$ cat src/rtl/adc_xmit_pkg.sv
// Shared types and constants for the ADC line transmitter and its receive-side checker.
package adc_xmit_pkg;

  typedef enum logic {
    ST_RUN   = 1'b0,
    ST_TRAIN = 1'b1
  } xmit_state_e;

  localparam logic [7:0] ADCTX_TRAIN_PAT = 8'h38;
  localparam logic [7:0] ADCTX_IDLE_PAT  = 8'h00;

  // PRBS-7, x^7 + x^6 + 1
  localparam logic [6:0] PRBS7_TAPS = 7'h60;
  localparam logic [6:0] PRBS7_SEED = 7'h7F;

  function automatic logic [6:0] prbs7_next(input logic [6:0] s);
    return {s[5:0], ^(s & PRBS7_TAPS)};
  endfunction

endpackage

$ cat src/rtl/xmit_fifo2.sv
// Two-entry valid/ready buffer with occupancy count; no bypass from push to head.
module xmit_fifo2 #(
  parameter int unsigned WIDTH = 6
) (
  input  logic             clk,
  input  logic             rst,
  input  logic [WIDTH-1:0] din,
  input  logic             push,
  output logic             ready,
  input  logic             pop,
  output logic [WIDTH-1:0] dout,
  output logic             empty
);

  logic [WIDTH-1:0] mem [2];
  logic             wr_ptr;
  logic             rd_ptr;
  logic [1:0]       count;

  assign ready = (count < 2'd2);
  assign empty = (count == 2'd0);
  assign dout  = mem[rd_ptr];

  always_ff @(posedge clk) begin
    if (push) mem[wr_ptr] <= din;
  end

  always_ff @(posedge clk) begin
    if (rst) begin
      wr_ptr <= 1'b0;
      rd_ptr <= 1'b0;
      count  <= '0;
    end else begin
      if (push) wr_ptr <= ~wr_ptr;
      if (pop)  rd_ptr <= ~rd_ptr;
      case ({push, pop})
        2'b10:   count <= count + 2'd1;
        2'b01:   count <= count - 2'd1;
        default: count <= count;
      endcase
    end
  end

endmodule

$ cat src/rtl/adc_line_xmit.sv
// Single-line ADC serial-stream emulator: MSB-first words with frame marker, training and idle fill.
// Optional ADCTX_PRBS_EN adds a PRBS input selecting PRBS-7 words over buffered data.
module adc_line_xmit
  import adc_xmit_pkg::*;
#(
  parameter int unsigned WIDTH     = 6,
  parameter logic [7:0]  TRAIN_PAT = ADCTX_TRAIN_PAT,
  parameter logic [7:0]  IDLE_PAT  = ADCTX_IDLE_PAT,
  parameter int unsigned UCNT_W    = 16
) (
  input  logic              CLK,
  input  logic              RST,
  input  logic [WIDTH-1:0]  DIN,
  input  logic              DVALID,
  output logic              DREADY,
  input  logic              TRAIN,
`ifdef ADCTX_PRBS_EN
  input  logic              PRBS,
`endif
  output logic              SOUT,
  output logic              FRAME,
  output logic              TRAINING,
  output logic              UNDERRUN,
  output logic [UCNT_W-1:0] UCNT
);

  localparam int unsigned      CW      = (WIDTH > 1) ? $clog2(WIDTH) : 1;
  localparam logic [CW-1:0]    LAST    = CW'(WIDTH - 1);
  localparam logic [WIDTH-1:0] TRAIN_W = WIDTH'(TRAIN_PAT);
  localparam logic [WIDTH-1:0] IDLE_W  = WIDTH'(IDLE_PAT);

  xmit_state_e      state;
  xmit_state_e      next_state;
  logic [CW-1:0]    cnt;
  logic [WIDTH-1:0] sr;
  logic [WIDTH-1:0] load_word;
  logic             boundary;
  logic             load_idle;
  logic             push;
  logic             pop;
  logic [WIDTH-1:0] fifo_dout;
  logic             fifo_empty;
  logic             fifo_ready;

  assign push   = DVALID && fifo_ready;
  assign DREADY = fifo_ready;

  xmit_fifo2 #(.WIDTH(WIDTH)) u_fifo (
    .clk   (CLK),
    .rst   (RST),
    .din   (DIN),
    .push  (push),
    .ready (fifo_ready),
    .pop   (pop),
    .dout  (fifo_dout),
    .empty (fifo_empty)
  );

`ifdef ADCTX_PRBS_EN
  logic [6:0] lfsr;
  logic       lfsr_step;

  always_ff @(posedge CLK) begin
    if (RST)            lfsr <= PRBS7_SEED;
    else if (lfsr_step) lfsr <= prbs7_next(lfsr);
  end
`endif

  // Load selection only happens on the boundary; priority TRAIN > PRBS > buffer > idle.
  always_comb begin
    boundary   = (cnt == LAST);
    next_state = state;
    load_word  = IDLE_W;
    load_idle  = 1'b0;
    pop        = 1'b0;
`ifdef ADCTX_PRBS_EN
    lfsr_step  = 1'b0;
`endif
    if (boundary) begin
      if (TRAIN) begin
        next_state = ST_TRAIN;
        load_word  = TRAIN_W;
      end
`ifdef ADCTX_PRBS_EN
      else if (PRBS) begin
        next_state = ST_RUN;
        load_word  = WIDTH'(lfsr);
        lfsr_step  = 1'b1;
      end
`endif
      else if (!fifo_empty) begin
        next_state = ST_RUN;
        load_word  = fifo_dout;
        pop        = 1'b1;
      end else begin
        next_state = ST_RUN;
        load_idle  = 1'b1;
      end
    end
  end

  always_ff @(posedge CLK) begin
    if (RST) state <= ST_RUN;
    else     state <= next_state;
  end

  always_ff @(posedge CLK) begin
    if (RST) begin
      cnt      <= LAST;
      sr       <= '0;
      UNDERRUN <= 1'b0;
      UCNT     <= '0;
    end else begin
      if (boundary) begin
        cnt <= '0;
        sr  <= load_word;
      end else begin
        cnt <= cnt + 1'b1;
        sr  <= {sr[WIDTH-2:0], 1'b0};
      end
      UNDERRUN <= load_idle;
      if (load_idle && (UCNT != '1)) UCNT <= UCNT + 1'b1;
    end
  end

  assign SOUT     = sr[WIDTH-1];
  assign FRAME    = (cnt == '0);
  assign TRAINING = (state == ST_TRAIN);

endmodule

$ cat config.mk
export PLATFORM = sky130hd
export DESIGN_NAME = adc_line_xmit
export DESIGN_NICKNAME = d
export VERILOG_FILES = /design/src/rtl/adc_xmit_pkg.sv /design/src/rtl/xmit_fifo2.sv /design/src/rtl/adc_line_xmit.sv
export SDC_FILE = /design/constraint.sdc
export NUM_CORES = 1
export LEC_CHECK = 0
export CORE_MARGIN = 4
export CORE_UTILIZATION = 55
export CTS_CLUSTER_SIZE = 16
export DETAILED_ROUTE_END_ITERATION = 12
export PLACE_DENSITY = 0.82
export REMOVE_ABC_BUFFERS = 1
export SLEW_MARGIN = 5
export SYNTH_ARGS = -nofsm -noshare
export SYNTH_HDL_FRONTEND = slang
export SYNTH_SLANG_ARGS = --single-unit
export TNS_END_PERCENT = 1
$ cat constraint.sdc
create_clock -name CLK -period 4.25 [get_ports CLK]
set_input_delay 0.6375 -clock CLK [delete_from_list [all_inputs] [get_ports CLK]]
set_output_delay 0.6375 -clock CLK [all_outputs]
set_load 0.02 [all_outputs]
==> impl_metrics.env, run 1 <==
export IMPL_die_area_um2=4463
export IMPL_fillers=265
export IMPL_vias_per_cell=5.665
export IMPL_setup_viol=0
export IMPL_synth_async_reset_ratio_pct=0
export IMPL_cts_root_buffer="clkbuf_4"
export IMPL_top_layer="met4"
export IMPL_worstPathArrival_ns=2.68
export IMPL_status="finished, final reports clean"
export IMPL_drtPass1Iterations=4
export IMPL_slew_viol_final=0
export IMPL_final_util_pct=70.83
export IMPL_yosys_top_cells_area="dfxtp_1 (34%), edfxtp_1 (19%), o21ai_0 (3.9%), ha_1 (3.3%), a21oi_1 (3.2%)"
export IMPL_dr_wl_met2_um=1848
export IMPL_max_cap_violations=0
export IMPL_yosysTopAreaCell="dfxtp_1"
export IMPL_post_cts_buffers=0
export IMPL_gp_congestion=0.8204
export IMPL_detail_route_wl_per_cell_um=14.11
export IMPL_power_leakage_uw=0.0008526
export IMPL_die_width_um=66.81
export IMPL_cts_tree="built"
export IMPL_drc=0
export IMPL_diodes=0
export IMPL_tns_ns=0
export IMPL_power_density_nw_per_um2=433.4
export IMPL_path_cells="clkdlybuf4s50_1 -> and3b_2 -> o21ai_0 -> inv_1 -> ha_1 -> or3_2 -> a21oi_1"
export IMPL_antenna_found_initial=0
export IMPL_postSynthCellCount=185
export IMPL_synth_area_um2=1902
export IMPL_regArea_um2=1001
export IMPL_finalWirelength_um=3712
export IMPL_max_freq_ghz=0.4203
export IMPL_die_h_um=66.81
export IMPL_clk_path_buf_depth=2
export IMPL_first_iter_violations=108
export IMPL_cp_max_fo=12
export IMPL_clock_sinks=44
export IMPL_crit_family="simple AND/OR/NAND/NOR gates"
export IMPL_fin_nets=231
export IMPL_worst_slew_pin_transition_ns=0.5768
export IMPL_crit_cells=7
export IMPL_initial_utilization_pct=56.99
export IMPL_overflow=0
export IMPL_cts_htree_levels=2
export IMPL_rsz0062_at_grt="no"
export IMPL_io_buffers=30
export IMPL_skew_ns=0.002956
export IMPL_pin_count=31
export IMPL_clk_latency_ns=0.37
export IMPL_multi_input_area_um2=835.8
export IMPL_avgSynthCellArea_um2=10.28
export IMPL_grt_first_pass_wirelength_um=6403
export IMPL_cp_slowest_cell="or3_2"
export IMPL_cts_resized=0
export IMPL_grt_usage_pct=18.95
export IMPL_grt_pass1_vias=1477
export IMPL_ff2ff_setup_slack_ns=1.99
export IMPL_final_layout_size_suffix_gt1_share_pct=9.217
export IMPL_hold_depth=1
export IMPL_cpPeakStageDelay_ns=0.49
export IMPL_start_kind="input pin"
export IMPL_path_class="in -> reg"
export IMPL_wl_met3_um=196
export IMPL_final_common_cell="dfxtp_1"
export IMPL_cp_num_buf_inv=2
export IMPL_stdcell_count=263
export IMPL_cts_buffers_inserted=5
export IMPL_coreArea_um2=3337
export IMPL_clk_pin_slew_ns=0.13
export IMPL_period_share_pct=55.98
export IMPL_reg2regPathDepth=7
export IMPL_rows=21
export IMPL_yosys_warnings=0
export IMPL_met1_length_um=1593
export IMPL_max_slew_margin_pct=61.43
export IMPL_layout_min_cycle_time_ns=2.379
export IMPL_post_dp_hpwl_um=2737
export IMPL_synth_yosys_seq_area_share_pct=52.63
export IMPL_ctsHoldBuffers=0
export IMPL_hold_viol_final=0
export IMPL_dr_total_vias=1490
export IMPL_whs_ns=0.4815
export IMPL_worstPathRequired_ns=4.55
export IMPL_synth_edff_count=12
export IMPL_synth_flop_cell="dfxtp_1"
export IMPL_netlist_cell_type_count=42
export IMPL_end_kind="flop"
export IMPL_final_cell_mix="dfxtp_1 (32), clkdlybuf4s50_1 (30), o21ai_0 (15), nor2_1 (15)"
export IMPL_hp_class="reg -> reg"
export IMPL_grt_max_degree=18
export IMPL_irDropWorstVdd_uv=269.3
export IMPL_placed_area_um2=2236
export IMPL_ant_nets=0
export IMPL_design_area_um2=2364
export IMPL_post_place_cells=255
export IMPL_synth_ff_latch_count=44
export IMPL_synth_top_area_share_pct=33.68
export IMPL_area_growth_syn_to_layout_pct=24.28
-- path summary, 6_finish.rpt --
| check | start | end |
|---|---|---|
| worst max-delay path | TRAIN | u_fifo.count[1] |
| worst min-delay path | sr[1] | sr[2] |
| worst max register to register | cnt[0] | u_fifo.count[1] |
| worst min register to register | sr[1] | sr[2] |
-- registers in the layout, summed over array words and instances (netlist names), named ones only --
signal and count:
cnt 3, UNDERRUN 1, UCNT 16, sr 6
u_fifo.mem 12, TRAINING 1, u_fifo.wr_ptr 1, u_fifo.count 2
u_fifo.rd_ptr 1
-- kinds of logic after synthesis --
family / synth area share, %
AOI/OAI and AO/OA: 12.89
xor gates and xnor gates: 1.842
adders and majority gates: 3.289
buffers and inverters: 3.421
DFF: 52.63
muxes: 4.342
and+or+nand+nor: 21.58
-- through the flow --
step	total power [uW]	setup slack, ns
2_1_floorplan	595.5	2.111
3_5_place_dp	654.0	1.499
5_1_grt	1071	1.789
3_3_place_gp	644.0	1.555
6_report	1024	1.871
4_1_cts	1030	1.885
-- worst reg2reg max path, delay by kind of cell (launching register included) --
family | cells | cell delay [ns]
compound gates | 2 | 0.34
fa+ha+maj | 2 | 0.48
buf+inv | 1 | 0.13
flops | 1 | 0.42
simple gates | 2 | 0.84
-- area by class of cell --
type | count | area share, %
Inverter | 9 | 1.429
Sequential cell | 44 | 42.35
Timing Repair Buffer | 31 | 13.02
Multi-Input combinational cell | 125 | 35.36
Clock buffer | 5 | 1.588
Clock inverter | 3 | 3.812
Tap cell | 46 | 2.435
-- synth_stat cells (2+ instances only) --
cell type,number
edfxtp_1,12
nor3_1,4
o21ai_0,15
dfxtp_1,32
or3_1,5
nand4_1,5
and4_1,2
a22o_1,2
a21oi_1,12
mux2i_1,6
nand3_1,4
clkbuf_1,3
nor2_1,15
mux2_2,2
nand2_1,9
and3_1,4
or4_1,5
buf_1,2
and3_2,2
ha_1,5
xnor2_1,2
a31oi_1,2
and2_1,2
inv_1,9
xor2_1,2
o31ai_1,6
-- routing by layer --
layer  up-vias  track usage [%]
li1        748                -
met1       696            21.47
met2        38            33.54
met3         8            4.384
met4         0            8.376
met5         -                0
-- power breakdown --
| group | total (uW) | leakage, uW | internal [uW] | switching (uW) |
|---|---|---|---|---|
| logic | 148 | 0.000415 | 65.5 | 82.8 |
| clock network | 380 | 0.0000654 | 242 | 137 |
| registers | 496 | 0.000373 | 471 | 25.8 |
| total | 1020 | 0.000853 | 778 | 246 |
Power figures use the tool's default switching activity.
==> run 2, diff against run 1 <==
--- a/config.mk
+++ b/config.mk
@@ -6,10 +6,10 @@
 export NUM_CORES = 1
 export LEC_CHECK = 0
 export CORE_MARGIN = 4
-export CORE_UTILIZATION = 55
+export CORE_UTILIZATION = 52
 export CTS_CLUSTER_SIZE = 16
 export DETAILED_ROUTE_END_ITERATION = 12
-export PLACE_DENSITY = 0.82
+export PLACE_DENSITY = 0.78
 export REMOVE_ABC_BUFFERS = 1
 export SLEW_MARGIN = 5
 export SYNTH_ARGS = -nofsm -noshare
==> constraint.sdc (replaced) <==
create_clock -name CLK -period 2.25 [get_ports CLK]
set_input_delay 0.3375 -clock CLK [delete_from_list [all_inputs] [get_ports CLK]]
set_output_delay 0.3375 -clock CLK [all_outputs]
set_load 0.02 [all_outputs]
==> run 2 against run 1 <==
Effect of this change:
- die area increased by 5.1%
- sequential power increased by 89%
- cell count increased by 1.5%
- flip-flop and latch count unchanged
- routed wire length increased by 2.6%
- register-to-register slack got worse by 1.8 ns
- core utilization decreased by 2.7 points
==> impl_metrics.env, run 2 (same netlist as run 1, synthesis figures left out) <==
export IMPL_status="finished, final reports clean"
export IMPL_grt_first_pass_wirelength_um=6423
export IMPL_drtPass1Iterations=5
export IMPL_power_leakage_uw=0.0008465
export IMPL_worstPathArrival_ns=2.25
export IMPL_final_layout_size_suffix_gt1_share_pct=9.502
export IMPL_top_layer="met4"
export IMPL_worst_slew_pin_transition_ns=0.5876
export IMPL_clk_pin_slew_ns=0.08
export IMPL_gp_congestion=0.8394
export IMPL_grt_max_degree=19
export IMPL_period_share_pct=89.95
export IMPL_tns_ns=0
export IMPL_wl_met3_um=177
export IMPL_final_cell_mix="dfxtp_1 (32), clkdlybuf4s50_1 (30), o21ai_0 (15), nor2_1 (15)"
export IMPL_regArea_um2=1001
export IMPL_cts_resized=0
export IMPL_cts_tree="built"
export IMPL_diodes=0
export IMPL_regMostFlops="UCNT"
export IMPL_hp_class="reg -> reg"
export IMPL_skew_ns=0.004382
export IMPL_slew_viol_final=0
export IMPL_ctsHoldBuffers=0
export IMPL_met1_length_um=1812
export IMPL_first_iter_violations=70
export IMPL_max_freq_ghz=0.4941
export IMPL_cts_buffers_inserted=5
export IMPL_max_slew_margin_pct=60.61
export IMPL_die_h_um=68.48
export IMPL_irDropWorstVdd_uv=446.1
export IMPL_initial_utilization_pct=55.25
export IMPL_vias_per_cell=5.577
export IMPL_grt_usage_pct=18.53
export IMPL_ant_nets=0
export IMPL_grt_pass1_vias=1497
export IMPL_finalWirelength_um=3809
export IMPL_post_place_cells=259
export IMPL_detail_route_wl_per_cell_um=14.27
export IMPL_power_density_nw_per_um2=718.9
export IMPL_area_growth_syn_to_layout_pct=23.36
export IMPL_top_regs="UCNT: 16 flops, u_fifo.mem: 12 flops, sr: 6 flops"
export IMPL_post_cts_buffers=0
export IMPL_coreArea_um2=3442
export IMPL_dr_total_vias=1489
export IMPL_cts_root_buffer="clkbuf_8"
export IMPL_hold_viol_final=0
export IMPL_fillers=273
export IMPL_start_kind="flop"
export IMPL_max_cap_violations=0
export IMPL_rsz0062_at_grt="no"
export IMPL_drc=0
export IMPL_clock_sinks=44
export IMPL_cts_htree_levels=2
export IMPL_die_width_um=68.48
export IMPL_layout_min_cycle_time_ns=2.024
export IMPL_clk_latency_ns=0.29
export IMPL_cp_max_fo=3
export IMPL_rows=21
export IMPL_fin_nets=235
export IMPL_io_buffers=30
export IMPL_die_area_um2=4689
export IMPL_overflow=0
export IMPL_antenna_found_initial=0
export IMPL_post_dp_hpwl_um=2787
export IMPL_dr_wl_met2_um=1755
export IMPL_final_common_cell="dfxtp_1"
export IMPL_path_class="reg -> reg"
export IMPL_clk_path_buf_depth=2
export IMPL_end_kind="flop"
export IMPL_setup_viol=0
export IMPL_multi_input_area_um2=835.8
export IMPL_pin_count=31
export IMPL_worstPathRequired_ns=2.47
export IMPL_stdcell_count=267
export IMPL_largest_reg_flops=16
## run 2: power breakdown
group / internal, uW / switching, uW
sequential: 889 / 45.8
combinational: 135 / 160
clock: 212 / 245
## run 2: final cells by class
type,instances,share of cell area (%)
Timing Repair Buffer,35,14.40
Multi-Input combinational cell,125,35.63
Tap cell,46,2.453
Clock inverter,2,0.3200
Clock buffer,6,3.093
Inverter,9,1.440
Sequential cell,44,42.67
## run 2: final timing paths
path,from,endpoint,slack [ns],depth (start not counted)
worst max-delay path,cnt[1],u_fifo.count[1],0.23,8
worst min-delay path,sr[1],sr[2],0.46,1
worst min register to register,sr[1],sr[2],0.46,1
worst max register to register,cnt[1],u_fifo.count[1],0.23,8
## run 2: per-stage QoR
stage | utilization [%] | total power, uW | worst slack, ns | area [um2] | hold slack, ns
floorplan | - | 1125 | 0.2246 | 1871 | 0.4066
global placement | 65.83 | 1234 | 0.07267 | 2266 | 0.4305
detailed placement | 65.83 | 1248 | 0.004148 | 2266 | 0.4517
CTS | 68.16 | 1704 | 0.2209 | 2346 | 0.4630
global route | 68.16 | 1774 | 0.1213 | 2346 | 0.4698
finish | 68.16 | 1687 | 0.2262 | 2346 | 0.4593
## run 2: worst max-delay path, stage by stage, from the launching register on
cell and delay [ns]:
dfxtp_1 0.34, inv_1 0.06, ha_1 0.20, and3b_2 0.21
o21ai_0 0.10, inv_1 0.11, ha_1 0.30, or3_2 0.48
a21oi_1 0.16
## run 2: routing by layer
layer | vias to the layer above | GRT usage [%]
met1 | 690 | 23.15
met3 | 5 | 4.762
met2 | 41 | 29.20
li1 | 753 | -
met5 | - | 0
met4 | 0 | 9.677
